[src/rtl/key_code_conditioner_if.sv]
// Push-button side and lock-FSM side of the key code conditioner.
// The slave modport is the conditioner; the master modport is the board/lock side.
interface key_code_conditioner_if #(
    parameter int NUM_KEYS = 4
);
    logic [NUM_KEYS-1:0] key;
    logic [NUM_KEYS-1:0] code_out;
    logic                code_valid;
    logic                key_held;
    logic [NUM_KEYS-1:0] db_keys;

    modport slave (
        input  key,
        output code_out,
        output code_valid,
        output key_held,
        output db_keys
    );

    modport master (
        output key,
        input  code_out,
        input  code_valid,
        input  key_held,
        input  db_keys
    );
endinterface

[src/rtl/key_code_conditioner.sv]
// Synchronises and debounces active-low push-buttons, ORs together every button
// seen during one press episode, and strobes the code out once on full release.
module key_code_conditioner #(
    parameter int NUM_KEYS        = 4,
    parameter int SYNC_STAGES     = 2,
    parameter int DEBOUNCE_CYCLES = 4
) (
    input  logic                   clock,
    input  logic                   reset,
    key_code_conditioner_if.slave  bus
);
    localparam int CW = $clog2(DEBOUNCE_CYCLES) + 1;

    typedef enum logic [1:0] {IDLE, HELD, EMIT} state_t;

    logic [SYNC_STAGES-1:0][NUM_KEYS-1:0] sync_q, sync_d;
    logic [NUM_KEYS-1:0]                  sync_s;
    logic [CW-1:0]                        cnt_q, cnt_d;
    logic [NUM_KEYS-1:0]                  db_q, db_d;
    logic [NUM_KEYS-1:0]                  acc_q, acc_d;
    logic [NUM_KEYS-1:0]                  code_q, code_d;
    logic                                 valid_q, valid_d;
    state_t                               state_q, state_d;

    assign sync_s = sync_q[SYNC_STAGES-1];

    always_comb begin
        sync_d    = sync_q;
        sync_d[0] = ~bus.key;
        for (int i = 1; i < SYNC_STAGES; i++) begin
            sync_d[i] = sync_q[i-1];
        end
    end

    // Any sample that matches the accepted value restarts the persistence count.
    always_comb begin
        cnt_d = cnt_q;
        db_d  = db_q;
        if (sync_s == db_q) begin
            cnt_d = '0;
        end else if (cnt_q == CW'(DEBOUNCE_CYCLES - 1)) begin
            db_d  = sync_s;
            cnt_d = '0;
        end else begin
            cnt_d = cnt_q + CW'(1);
        end
    end

    always_comb begin
        state_d = state_q;
        acc_d   = acc_q;
        code_d  = code_q;
        valid_d = 1'b0;
        case (state_q)
            IDLE: begin
                if (db_q != '0) begin
                    state_d = HELD;
                    acc_d   = db_q;
                end
            end
            HELD: begin
                acc_d = acc_q | db_q;
                if (db_q == '0) begin
                    state_d = EMIT;
                    code_d  = acc_q;
                    valid_d = 1'b1;
                end
            end
            EMIT: begin
                // A new press seen here is picked up from IDLE on the next cycle.
                state_d = IDLE;
                acc_d   = '0;
            end
            default: begin
                state_d = IDLE;
                acc_d   = '0;
            end
        endcase
    end

    always_ff @(posedge clock or negedge reset) begin
        if (!reset) begin
            sync_q  <= '0;
            cnt_q   <= '0;
            db_q    <= '0;
            acc_q   <= '0;
            code_q  <= '0;
            valid_q <= 1'b0;
            state_q <= IDLE;
        end else begin
            sync_q  <= sync_d;
            cnt_q   <= cnt_d;
            db_q    <= db_d;
            acc_q   <= acc_d;
            code_q  <= code_d;
            valid_q <= valid_d;
            state_q <= state_d;
        end
    end

    assign bus.db_keys    = db_q;
    assign bus.key_held   = (db_q != '0);
    assign bus.code_out   = code_q;
    assign bus.code_valid = valid_q;

endmodule

[src/flat_wrapper.sv]
// flat-port wrapper written by rule: the top's interface ports become plain ports
module key_code_conditioner_flat 
#(
    parameter int NUM_KEYS        = 4,
    parameter int SYNC_STAGES     = 2,
    parameter int DEBOUNCE_CYCLES = 4
)
  (clock, reset, bus_key, bus_code_out, bus_code_valid, bus_key_held, bus_db_keys);
  key_code_conditioner_if #(.NUM_KEYS(NUM_KEYS)) bus_i ();
  input  logic clock;
  input  logic reset;
  input wire logic [$bits(bus_i.key)-1:0] bus_key;
  output wire logic [$bits(bus_i.code_out)-1:0] bus_code_out;
  output wire logic [$bits(bus_i.code_valid)-1:0] bus_code_valid;
  output wire logic [$bits(bus_i.key_held)-1:0] bus_key_held;
  output wire logic [$bits(bus_i.db_keys)-1:0] bus_db_keys;
  assign bus_i.key = bus_key;
  assign bus_code_out = bus_i.code_out;
  assign bus_code_valid = bus_i.code_valid;
  assign bus_key_held = bus_i.key_held;
  assign bus_db_keys = bus_i.db_keys;
  key_code_conditioner #(.NUM_KEYS(NUM_KEYS), .SYNC_STAGES(SYNC_STAGES), .DEBOUNCE_CYCLES(DEBOUNCE_CYCLES)) u_core (.clock(clock), .reset(reset), .bus(bus_i));
endmodule
[config.mk]
export PLATFORM = sky130hd
export DESIGN_NAME = key_code_conditioner_flat
export DESIGN_NICKNAME = d
export VERILOG_FILES = /design/src/rtl/key_code_conditioner_if.sv /design/src/rtl/key_code_conditioner.sv /design/src/flat_wrapper.sv
export SDC_FILE = /design/constraint.sdc
export NUM_CORES = 1
export LEC_CHECK = 0
export ABC_AREA = 1
export CORE_MARGIN = 4
export CORE_UTILIZATION = 30
export CTS_BUF_LIST = sky130_fd_sc_hd__clkbuf_8
export CTS_CLUSTER_SIZE = 8
export DETAILED_ROUTE_END_ITERATION = 6
export PLACE_DENSITY = 0.57
export SLEW_MARGIN = 30
export SYNTH_ARGS = -nofsm -noshare
export SYNTH_HDL_FRONTEND = slang
export SYNTH_SLANG_ARGS = --single-unit
[constraint.sdc]
create_clock -name clock -period 2.7 [get_ports clock]
set_clock_uncertainty 0.1 [all_clocks]
set_input_delay 0.675 -clock clock [delete_from_list [all_inputs] [get_ports clock]]
set_output_delay 0.675 -clock clock [all_outputs]
set_load 0.02 [all_outputs]
# [Word level (Yosys, flattened, before mapping)]
# Index checks and enable logic that the tools add are counted.
[totals] register_bits=26 elab_cells=32 inputBits=6 out_inout_bits=10
[classes] n_eq_ne=5 bitwise_logic=3 muxes=9 n_reduce_logical=6 addsub=1
[ops] operator="one-hot mux 4 bit (2 select lines)" n=1
[ops] operator="2-to-1 mux 3 bit" n=2
[ops] operator="AND reduction 2 bit" n=3
[ops] operator="== test 4 bit" n=1
[ops] operator="zero test 4 bit" n=1
[ops] operator="2-to-1 mux 2 bit" n=2
[ops] operator="2-to-1 mux 4 bit" n=1
[ops] operator="NOT 4 bit" n=1
[ops] operator="bitwise OR 4 bit" n=1
[ops] operator="one-hot mux 2 bit (2 select lines)" n=1
[ops] operator="nonzero test 4 bit" n=1
[ops] operator="adder 3 x 1 -> 3 bit (second input constant)" n=1
[ops] operator="== test 3 x 2 -> 1 bit (second input constant)" n=1
[ops] operator="== test 2 x 1 -> 1 bit (second input constant)" n=1
[ops] operator="zero test 2 bit" n=1
[ops] operator="2-to-1 mux 1 bit" n=2
[ops] operator="inequality test 2 x 1 -> 1 bit (second input constant)" n=1
[ops] operator="inequality test 2 bit (second input constant)" n=1
[ops] operator="NOT 1 bit" n=1

# [Longest topological paths before layout]
# Gate-level depths: netlist of the first run.
[depth] word_depth=3 depth_mapped=8 depth_no_buf=8

# [Worst setup path after synthesis of the first run]
# No wires, ideal clock.
[synth_path] path_kind="register to output" startpoint="register u_core.db_q[3] (netlist: u_core.bus.db_keys[3])" endpoint="output port bus_key_held" arrival_time_ns=0.790 slack_ns=1.135 n_path_buf=0 stages_incl_launch_ff=3 required_ns=1.925 path_cell_list="dfrtp_1 > inv_2 > nand4_4"
[synth_via] elab_chain_cells=1
[synth_lines] element="start, declared" line="key_code_conditioner.sv:19" rtl="logic [NUM_KEYS-1:0] db_q, db_d;"
[synth_lines] element="start signal, assigned" line="key_code_conditioner.sv:85" rtl="db_q <= '0;"
[synth_lines] element="start signal, assigned" line="key_code_conditioner.sv:93" rtl="db_q <= db_d;"
[synth_lines] element="nonzero test 4 bit" line="key_code_conditioner.sv:102" rtl="assign bus.key_held = (db_q != '0);"
[synth_lines] element="end, declared" line="flat_wrapper.sv:15" rtl="output wire logic [$bits(bus_i.key_held)-1:0] bus_key_held;"
# No other way between the ends.

# [Worst setup path after layout of the first run]
[layout_path] startpoint="register u_core.db_q[2] (netlist: u_core.bus.db_keys[2])" endpoint="output port bus_key_held"
# Same word-level chain as after synthesis.

==> results_tabular.tex, run 1 <==
\begin{tabular}{lr}
\hline
Metric & Value \\
\hline
\multicolumn{2}{l}{\textbf{Outcome}} \\
\quad Outcome & finished clean \\
\multicolumn{2}{l}{\textbf{STA}} \\
\quad Fin crit period & about 2.3 ns \\
\quad Sum of negative setup slack & 0 ns \\
\quad Max-slew headroom at the worst pin & 79.15\% \\
\quad Actual transition at the worst max-transition pin & 0.3128 ns \\
\quad Setup repair after global routing missed its margin & false \\
\quad Share of the clock period used by the worst path & 86.96\% \\
\quad FMAX & around 0.43 GHz \\
\quad Final setup violation count & 0 \\
\quad Number of hold violations in the final report & 0 \\
\quad Worst hold slack & 0.2512 ns \\
\quad Max-slew violations & 0 \\
\multicolumn{2}{l}{\textbf{Power}} \\
\quad Cell area power density & $\sim$1100 mW/mm\^{}2 \\
\quad Total power after layout & 1.491 mW \\
\quad Leak pwr & around 0.66 nW \\
\quad Max rail drop VDD & around 0.46 mV \\
\multicolumn{2}{l}{\textbf{Synthesis}} \\
\quad Fraction of synthesized area in multiplexers & 0\% \\
\quad Syn\_nets & 111 \\
\quad Area of the mapped netlist & 0.001047 sq mm \\
\quad Combinational family with the most area after synthesis & simple AND/OR/NAND/NOR gates \\
\quad Sequential share of the synthesized area & 62.13\% \\
\quad Adder-Cell Fraction of Synth Area & 1.195\% \\
\quad Synth Area in Compound Gates & 3.823\% \\
\quad Register bit count reported by yosys & 26 \\
\quad Average cell area after synthesis & 10.07 sq um \\
\quad Count of cell types in the netlist & 14 \\
\quad Syn Inst Count & between 100 and 150 \\
\quad Synth Area in Simple Gates & 27.12\% \\
\quad XOR/XNOR Fraction of Synth Area & 0\% \\
\quad Yosys Warn Count & 0 \\
\multicolumn{2}{l}{\textbf{Drt}} \\
\quad Via count of the routed design & between 700 and 800 \\
\quad Violation count after the first detailed-route iteration & 21 \\
\quad Number of routed nets with antenna violations & 0 \\
\quad Routed wire length per instance & 10.13 um \\
\quad Number of remaining DRC errors & 0 \\
\quad Drt via density & 4.231 \\
\quad First-pass iteration count of the detailed router & 4 \\
\quad Total detailed-routing wirelength & roughly 1.7 mm \\
\multicolumn{2}{l}{\textbf{Cells and area}} \\
\quad Area growth from synthesis to layout & 24.49\% \\
\quad Layout cell share with drive strength beyond 1 & 17.07\% \\
\quad Leading cell type in the layout, fill and taps excluded & sky130\_fd\_sc\_hd\_\_nand2\_1 \\
\quad Core utilization of the finished layout & 38.76\% \\
\quad Number of diodes & 0 \\
\quad Fillcell total & 364 \\
\quad Final Cell Area & 0.001304 sq mm \\
\quad Most frequent cells in the layout & sky130\_fd\_sc\_hd\_\_nand2\_1 (31), sky130\_fd\_sc\_hd\_\_dfrtp\_1 (26), sky130\_fd\_sc\_hd\_\_clkdlybuf4s50\_1 (15), sky130\_fd\_sc\_hd\_\_inv\_1 (12) \\
\quad Count of nets after finishing & 132 \\
\multicolumn{2}{l}{\textbf{Run}} \\
\quad Total of max-cap violations & 0 \\
\multicolumn{2}{l}{\textbf{Worst setup path}} \\
\quad Capturing element type of the critical path & output pin \\
\quad Critical Setup Path Class & register to output pin \\
\quad Arrival @ worst endpoint & 1.57 ns \\
\quad Worst Setup Start Kind & register \\
\quad Critical path data required time & 1.92 ns \\
\quad Worst-path fanout max & 9 \\
\multicolumn{2}{l}{\textbf{Floorplanning}} \\
\quad Full die area & roughly 0.0045 sq mm \\
\quad Number of primary I/O pins & 16 \\
\quad Width of the die & 67.09 um \\
\quad Initial cell density of the core & 31.14\% \\
\quad Rows & 21 \\
\quad Core region area & 0.003363 sq mm \\
\quad Die Y & between 60 and 70 um \\
\multicolumn{2}{l}{\textbf{Hold path}} \\
\quad Type of the tightest min-delay check & register to register \\
\multicolumn{2}{l}{\textbf{Global route}} \\
\quad Vias in the first global route & 768 \\
\quad Total routing usage reported by global routing & 9.149\% \\
\quad Total gr overflow & 0 \\
\quad Number of antenna violations at the first check in global routing & 0 \\
\quad Global-route wire length before repair & 3.042 mm \\
\quad Pin count of the biggest net entering global routing & 27 \\
\multicolumn{2}{l}{\textbf{Placed design}} \\
\quad Cell area after placement & roughly 0.0013 sq mm \\
\quad Global placer's final weighted congestion & 0.7572 \\
\quad HPWL after detailed placement & roughly 1.3 mm \\
\quad Port Buffers & 15 \\
\multicolumn{2}{l}{\textbf{CTS}} \\
\quad Clock sink count & 26 \\
\quad Number of CTS-inserted buffers & 3 \\
\quad H-tree levels & 1 \\
\quad Maximum root-to-sink buffer count & 2 \\
\quad Clock latency reported for the late side of the worst-skew pair & 0.26 ns \\
\quad CTS tree & yes \\
\quad Clock transition time at the flip-flop clock pins of the worst setup and hold paths & 0.08 ns \\
\quad Clock root buffer & sky130\_fd\_sc\_hd\_\_clkbuf\_8 \\
\quad Count of cells resized by post-cts repair & 0 \\
\quad Setup bufs post-CTS & 0 \\
\quad Hold Buf Count CTS & 0 \\
\hline
\end{tabular}
## worst paths after layout
path / startpoint / end / slack (ns) / cells after the start
max: u_core.bus.db_keys[2] / bus_key_held / 0.35 / 3
min: u_core.sync_d[4] / u_core.sync_s[0] / 0.25 / 0
max reg2reg: u_core.bus.db_keys[2] / u_core.bus.db_keys[0] / 1.48 / 8
min reg2reg: u_core.sync_d[4] / u_core.sync_s[0] / 0.25 / 0
max in group asynchronous: reset / u_core.cnt_q[2] / 1.59 / 2
min in group asynchronous: reset / u_core.state_q[0] / 0.67 / 2
## cell usage after synthesis
library cell	instances	area share, %
sky130_fd_sc_hd__inv_2	4	1.4
sky130_fd_sc_hd__inv_1	12	4.3
sky130_fd_sc_hd__a21oi_1	4	1.9
sky130_fd_sc_hd__o21ai_1	4	1.9
sky130_fd_sc_hd__nand4_4	1	2.0
sky130_fd_sc_hd__nand2_1	31	11
sky130_fd_sc_hd__dfrtp_1	26	62
sky130_fd_sc_hd__or2_4	1	0.84
sky130_fd_sc_hd__nor2_4	4	4.3
sky130_fd_sc_hd__nand2_2	5	3.0
sky130_fd_sc_hd__nand2_4	2	2.2
sky130_fd_sc_hd__ha_1	1	1.2
sky130_fd_sc_hd__nor2_1	5	1.8
sky130_fd_sc_hd__nand3_1	4	1.9
## power breakdown
group | total (mW) | switching (mW) | internal (mW)
clock network | 0.204 | 0.104 | 0.0996
logic | 0.677 | 0.396 | 0.281
registers | 0.611 | 0.0884 | 0.522
total | 1.49 | 0.588 | 0.903
## state kept, by name (all words and copies together) (netlist names)
name / flops
u_core.acc_q: 4
u_core.bus.code_out: 4
u_core.bus.db_keys: 4
u_core.sync_d: 4
u_core.sync_s: 4
u_core.cnt_q: 3
u_core.state_q: 2
u_core.bus.code_valid: 1
## worst max-delay path, cell delays in order, from the launching register on
cell	delay (ns)
sky130_fd_sc_hd__dfrtp_1	0.43
sky130_fd_sc_hd__inv_2	0.11
sky130_fd_sc_hd__nand4_4	0.19
sky130_fd_sc_hd__clkdlybuf4s50_1	0.59
## per-stage QoR
step / setup slack (ns) / std cells
4_1_cts: 0.3314 / 169
3_3_place_gp: 0.6632 / 166
2_1_floorplan: 1.135 / 104
6_report: 0.3520 / 169
5_1_grt: 0.2700 / 169
3_5_place_dp: 0.6303 / 166
## area by class of cell
| cell class | count | area, sq um | area share [%] |
|---|---|---|---|
| Inverter | 16 | 60.06 | 4.607 |
| Timing Repair Buffer | 16 | 157.7 | 12.09 |
| Clock buffer | 3 | 41.29 | 3.167 |
| Multi-Input combinational cell | 62 | 336.6 | 25.82 |
| Sequential cell | 26 | 650.6 | 49.90 |
| Tap cell | 46 | 57.56 | 4.415 |
## layer usage
metal	track usage, %	part of all wire, %	wire [um]
met1	9.630	41	696
met5	0	0	0
met4	4.557	2.0	34
met2	16.20	51	869
met3	2.867	6.5	112
## logic make-up after synthesis
group | Yosys count
AND/OR/NAND/NOR | 53
flip-flops | 26
buffers and inverters | 16
AO/OA/AOI/OAI | 8
adder cells (fa/ha/maj) | 1
Power figures use the tool's default switching activity.
==> inputs of run 2 (changes only) <==
--- a/config.mk
+++ b/config.mk
@@ -11,6 +11,7 @@
 export CTS_BUF_LIST = sky130_fd_sc_hd__clkbuf_8
 export CTS_CLUSTER_SIZE = 8
 export DETAILED_ROUTE_END_ITERATION = 6
+export GPL_TIMING_DRIVEN = 0
 export PLACE_DENSITY = 0.57
 export SLEW_MARGIN = 30
 export SYNTH_ARGS = -nofsm -noshare
==> run 2 against run 1 <==
Compared with the run above:
- final area shrank 0.96%
- count of clock-buffer cells in the layout is the same
- register-to-register slack lost 0.02 ns
- first-iteration DRC count shrank 67%
- via count shrank 1.1%
- clock power grew 3%
- cell count shrank 0.59%
- critical path depth is the same
- sequential cell count is the same
- sequential share of layout area grew 0.48 points
- setup slack lost 0.0092 ns
- largest power group unchanged
==> results_tabular.tex, run 2 (synthesis gave the netlist of run 1 again) <==
\begin{tabular}{lr}
\hline
Metric & Value \\
\hline
\multicolumn{2}{l}{\textbf{CTS}} \\
\quad CTS tree & yes (unchanged) \\
\quad Clock sink count & 26 (unchanged) \\
\quad H-tree levels & 1 (unchanged) \\
\quad Count of cells resized by post-cts repair & 0 (unchanged) \\
\quad Hold Buf Count CTS & 0 (unchanged) \\
\quad Number of CTS-inserted buffers & 3 (unchanged) \\
\quad Setup bufs post-CTS & 0 (unchanged) \\
\quad Clock latency reported for the late side of the worst-skew pair & 0.26 ns (about the same) \\
\quad Maximum root-to-sink buffer count & 2 (unchanged) \\
\quad Clock root buffer & sky130\_fd\_sc\_hd\_\_clkbuf\_8 (unchanged) \\
\quad Clock transition time at the flip-flop clock pins of the worst setup and hold paths & 0.08 ns (about the same) \\
\multicolumn{2}{l}{\textbf{Worst setup path}} \\
\quad Capturing element type of the critical path & output pin (unchanged) \\
\quad Largest incremental delay on the critical path & 0.59 ns (about the same) \\
\quad Depth of the most critical reg-to-reg path & 8 (unchanged) \\
\quad Cell type group with the largest total delay on the critical path & buffers and inverters (unchanged) \\
\quad Worst-path fanout max & 9 (unchanged) \\
\quad RR Endpoint & u\_core.bus.db\_keys[0] (unchanged) \\
\quad Critical Setup Path Class & register to output pin (unchanged) \\
\quad Worst Setup Start Kind & register (unchanged) \\
\quad Max stage delay cell, worst path & sky130\_fd\_sc\_hd\_\_clkdlybuf4s50\_1 (unchanged) \\
\quad Buffers \& Inverters on Critical Path & 2 (unchanged) \\
\quad Arrival @ worst endpoint & 1.58 ns (was 1.57 ns) \\
\quad Worst r2r src & u\_core.bus.db\_keys[0] (was u\_core.bus.db\_keys[2]) \\
\quad Register-to-Register Setup Slack & 1.46 ns (was 1.48 ns) \\
\quad Ordered list of cells on the worst path & inv\_2, nand4\_4, clkdlybuf4s50\_1 (unchanged) \\
\quad Critical path data required time & 1.92 ns (about the same) \\
\multicolumn{2}{l}{\textbf{Drt}} \\
\quad Drt via density & 4.208 (was 4.231) \\
\quad Routed wire length per instance & 10.17 um (was 10.13 um) \\
\quad First-pass iteration count of the detailed router & 4 (unchanged) \\
\quad Violation count after the first detailed-route iteration & 7 (was 21) \\
\quad Number of routed nets with antenna violations & 0 (unchanged) \\
\quad Total detailed-routing wirelength & 1.709 mm (was 1.712 mm) \\
\quad Via count of the routed design & 707 (was 715) \\
\quad Number of remaining DRC errors & 0 (unchanged) \\
\multicolumn{2}{l}{\textbf{Run}} \\
\quad Total of max-cap violations & 0 (unchanged) \\
\multicolumn{2}{l}{\textbf{STA}} \\
\quad Share of the clock period used by the worst path & 87.31\% (was 86.96\%) \\
\quad Setup repair after global routing missed its margin & false (unchanged) \\
\quad Max-slew violations & 0 (unchanged) \\
\quad Fin worst setup slack & 0.3428 ns (was 0.3520 ns) \\
\quad Max-slew headroom at the worst pin & 62.97\% (was 79.15\%) \\
\quad Fin crit period & 2.357 ns (was 2.348 ns) \\
\quad Actual transition at the worst max-transition pin & 0.5555 ns (was 0.3128 ns) \\
\quad Sum of negative setup slack & 0 ns (unchanged) \\
\quad Final setup violation count & 0 (unchanged) \\
\quad FMAX & 0.4242 GHz (was 0.4259 GHz) \\
\quad Number of hold violations in the final report & 0 (unchanged) \\
\multicolumn{2}{l}{\textbf{Global route}} \\
\quad Global-route wire length before repair & 3.146 mm (was 3.042 mm) \\
\quad Number of antenna violations at the first check in global routing & 0 (unchanged) \\
\quad Total gr overflow & 0 (unchanged) \\
\quad Pin count of the biggest net entering global routing & 27 (unchanged) \\
\quad Vias in the first global route & 738 (was 768) \\
\quad Total routing usage reported by global routing & 9.217\% (was 9.149\%) \\
\multicolumn{2}{l}{\textbf{Floorplanning}} \\
\quad Rows & 21 (unchanged) \\
\quad Width of the die & 67.09 um (unchanged) \\
\quad Initial cell density of the core & 31.14\% (unchanged) \\
\quad Core region area & 0.003363 sq mm (unchanged) \\
\quad Full die area & 0.004500 sq mm (unchanged) \\
\quad Number of primary I/O pins & 16 (unchanged) \\
\quad Die Y & 67.09 um (unchanged) \\
\multicolumn{2}{l}{\textbf{Hold path}} \\
\quad Hold EP & u\_core.sync\_s[2] (was u\_core.sync\_s[0]) \\
\quad Cell depth of the worst hold path & 0 (unchanged) \\
\quad Hold path startpoint & u\_core.sync\_d[6] (was u\_core.sync\_d[4]) \\
\quad Type of the tightest min-delay check & register to register (unchanged) \\
\multicolumn{2}{l}{\textbf{Cells and area}} \\
\quad Most frequent cells in the layout & sky130\_fd\_sc\_hd\_\_nand2\_1 (31), sky130\_fd\_sc\_hd\_\_dfrtp\_1 (26), sky130\_fd\_sc\_hd\_\_clkdlybuf4s50\_1 (14), sky130\_fd\_sc\_hd\_\_inv\_1 (12) (was sky130\_fd\_sc\_hd\_\_nand2\_1 (31), sky130\_fd\_sc\_hd\_\_dfrtp\_1 (26), sky130\_fd\_sc\_hd\_\_clkdlybuf4s50\_1 (15), sky130\_fd\_sc\_hd\_\_inv\_1 (12)) \\
\quad Number of diodes & 0 (unchanged) \\
\quad Area growth from synthesis to layout & 23.30\% (was 24.49\%) \\
\quad Leading cell type in the layout, fill and taps excluded & sky130\_fd\_sc\_hd\_\_nand2\_1 (unchanged) \\
\quad Combined flip-flop and latch cell area & 650.6 sq um (unchanged) \\
\quad Final Cell Area & 0.001291 sq mm (was 0.001304 sq mm) \\
\quad Count of nets after finishing & 131 (was 132) \\
\quad Fillcell total & 371 (was 364) \\
\quad Area of the multi-input gates & 336.6 sq um (unchanged) \\
\quad Layout cell share with drive strength beyond 1 & 17.21\% (was 17.07\%) \\
\multicolumn{2}{l}{\textbf{Placed design}} \\
\quad Global placer's final weighted congestion & 0.7200 (was 0.7572) \\
\quad Cell area after placement & 0.001250 sq mm (was 0.001262 sq mm) \\
\quad Port Buffers & 15 (unchanged) \\
\quad DP Worst Slack & 0.6159 ns (was 0.6303 ns) \\
\quad HPWL after detailed placement & 1.279 mm (was 1.338 mm) \\
\multicolumn{2}{l}{\textbf{Outcome}} \\
\quad Outcome & finished clean (unchanged) \\
\multicolumn{2}{l}{\textbf{Power}} \\
\quad Cell area power density & 1156 mW/mm\^{}2 (was 1144 mW/mm\^{}2) \\
\quad Leak pwr & 0.6515 nW (was 0.6563 nW) \\
\quad Max rail drop VDD & 0.4014 mV (was 0.4564 mV) \\
\hline
\end{tabular}
## run 2: changes by cell type in the layout (fill, tap and decap cells not counted), sizes merged
cell,before,now
clkdlybuf4s50,15,14
## run 2: metal layers
layer	wire (um)	track usage (%)	up-vias
met2	798	15.21	13
met1	799	11.21	339
met3	77	2.530	4
met4	33	3.797	0
met5	0	0	-
li1	-	-	351
## run 2: cell type report
cell class                      instances  share of cell area [%]
Tap cell                               46                   4.457
Clock buffer                            3                   3.198
Sequential cell                        26                   50.39
Multi-Input combinational cell         62                   26.07
Timing Repair Buffer                   15                   11.24
Inverter                               16                   4.651
## run 2: stage by stage
stage                     util [%]  cells  power, mW  hold WS, ns
after global routing         38.39    168      1.623       0.2637
after detailed placement     37.17    165      1.306       0.2364
after global placement       37.31    165      1.281       0.2325
final                        38.39    168      1.493       0.2523
after CTS                    38.39    168      1.519       0.2546
after floorplan                  -    104      1.059       0.2312
## run 2: how the worst max path moves through the flow
| stage | cells after the start | slack [ns] | from | to |
|---|---|---|---|---|
| floorplan | 2 | 1.14 | u_core.bus.db_keys[3] | bus_key_held |
| detailed placement | 3 | 0.62 | u_core.bus.db_keys[2] | bus_key_held |
| global placement | 1 | 0.54 | reset | u_core.cnt_q[2] |
| global route | 3 | 0.26 | u_core.bus.db_keys[1] | bus_key_held |
| finish | 3 | 0.34 | u_core.bus.db_keys[2] | bus_key_held |
| CTS | 3 | 0.32 | u_core.bus.db_keys[2] | bus_key_held |
## run 2: power breakdown
group	internal, mW	switching, mW
Sequential	0.522	0.0903
Combinational	0.279	0.391
Clock	0.0997	0.110
Total	0.901	0.592
## run 2: worst register-to-register path, stage by stage, from the launching register on
cell,delay [ns]
sky130_fd_sc_hd__dfrtp_1,0.43
sky130_fd_sc_hd__inv_2,0.10
sky130_fd_sc_hd__nand2_1,0.05
sky130_fd_sc_hd__nand2_1,0.10
sky130_fd_sc_hd__nor2_4,0.05
sky130_fd_sc_hd__nand2_4,0.11
sky130_fd_sc_hd__nand2_4,0.08
sky130_fd_sc_hd__nand2_1,0.07
sky130_fd_sc_hd__nand2_1,0.05
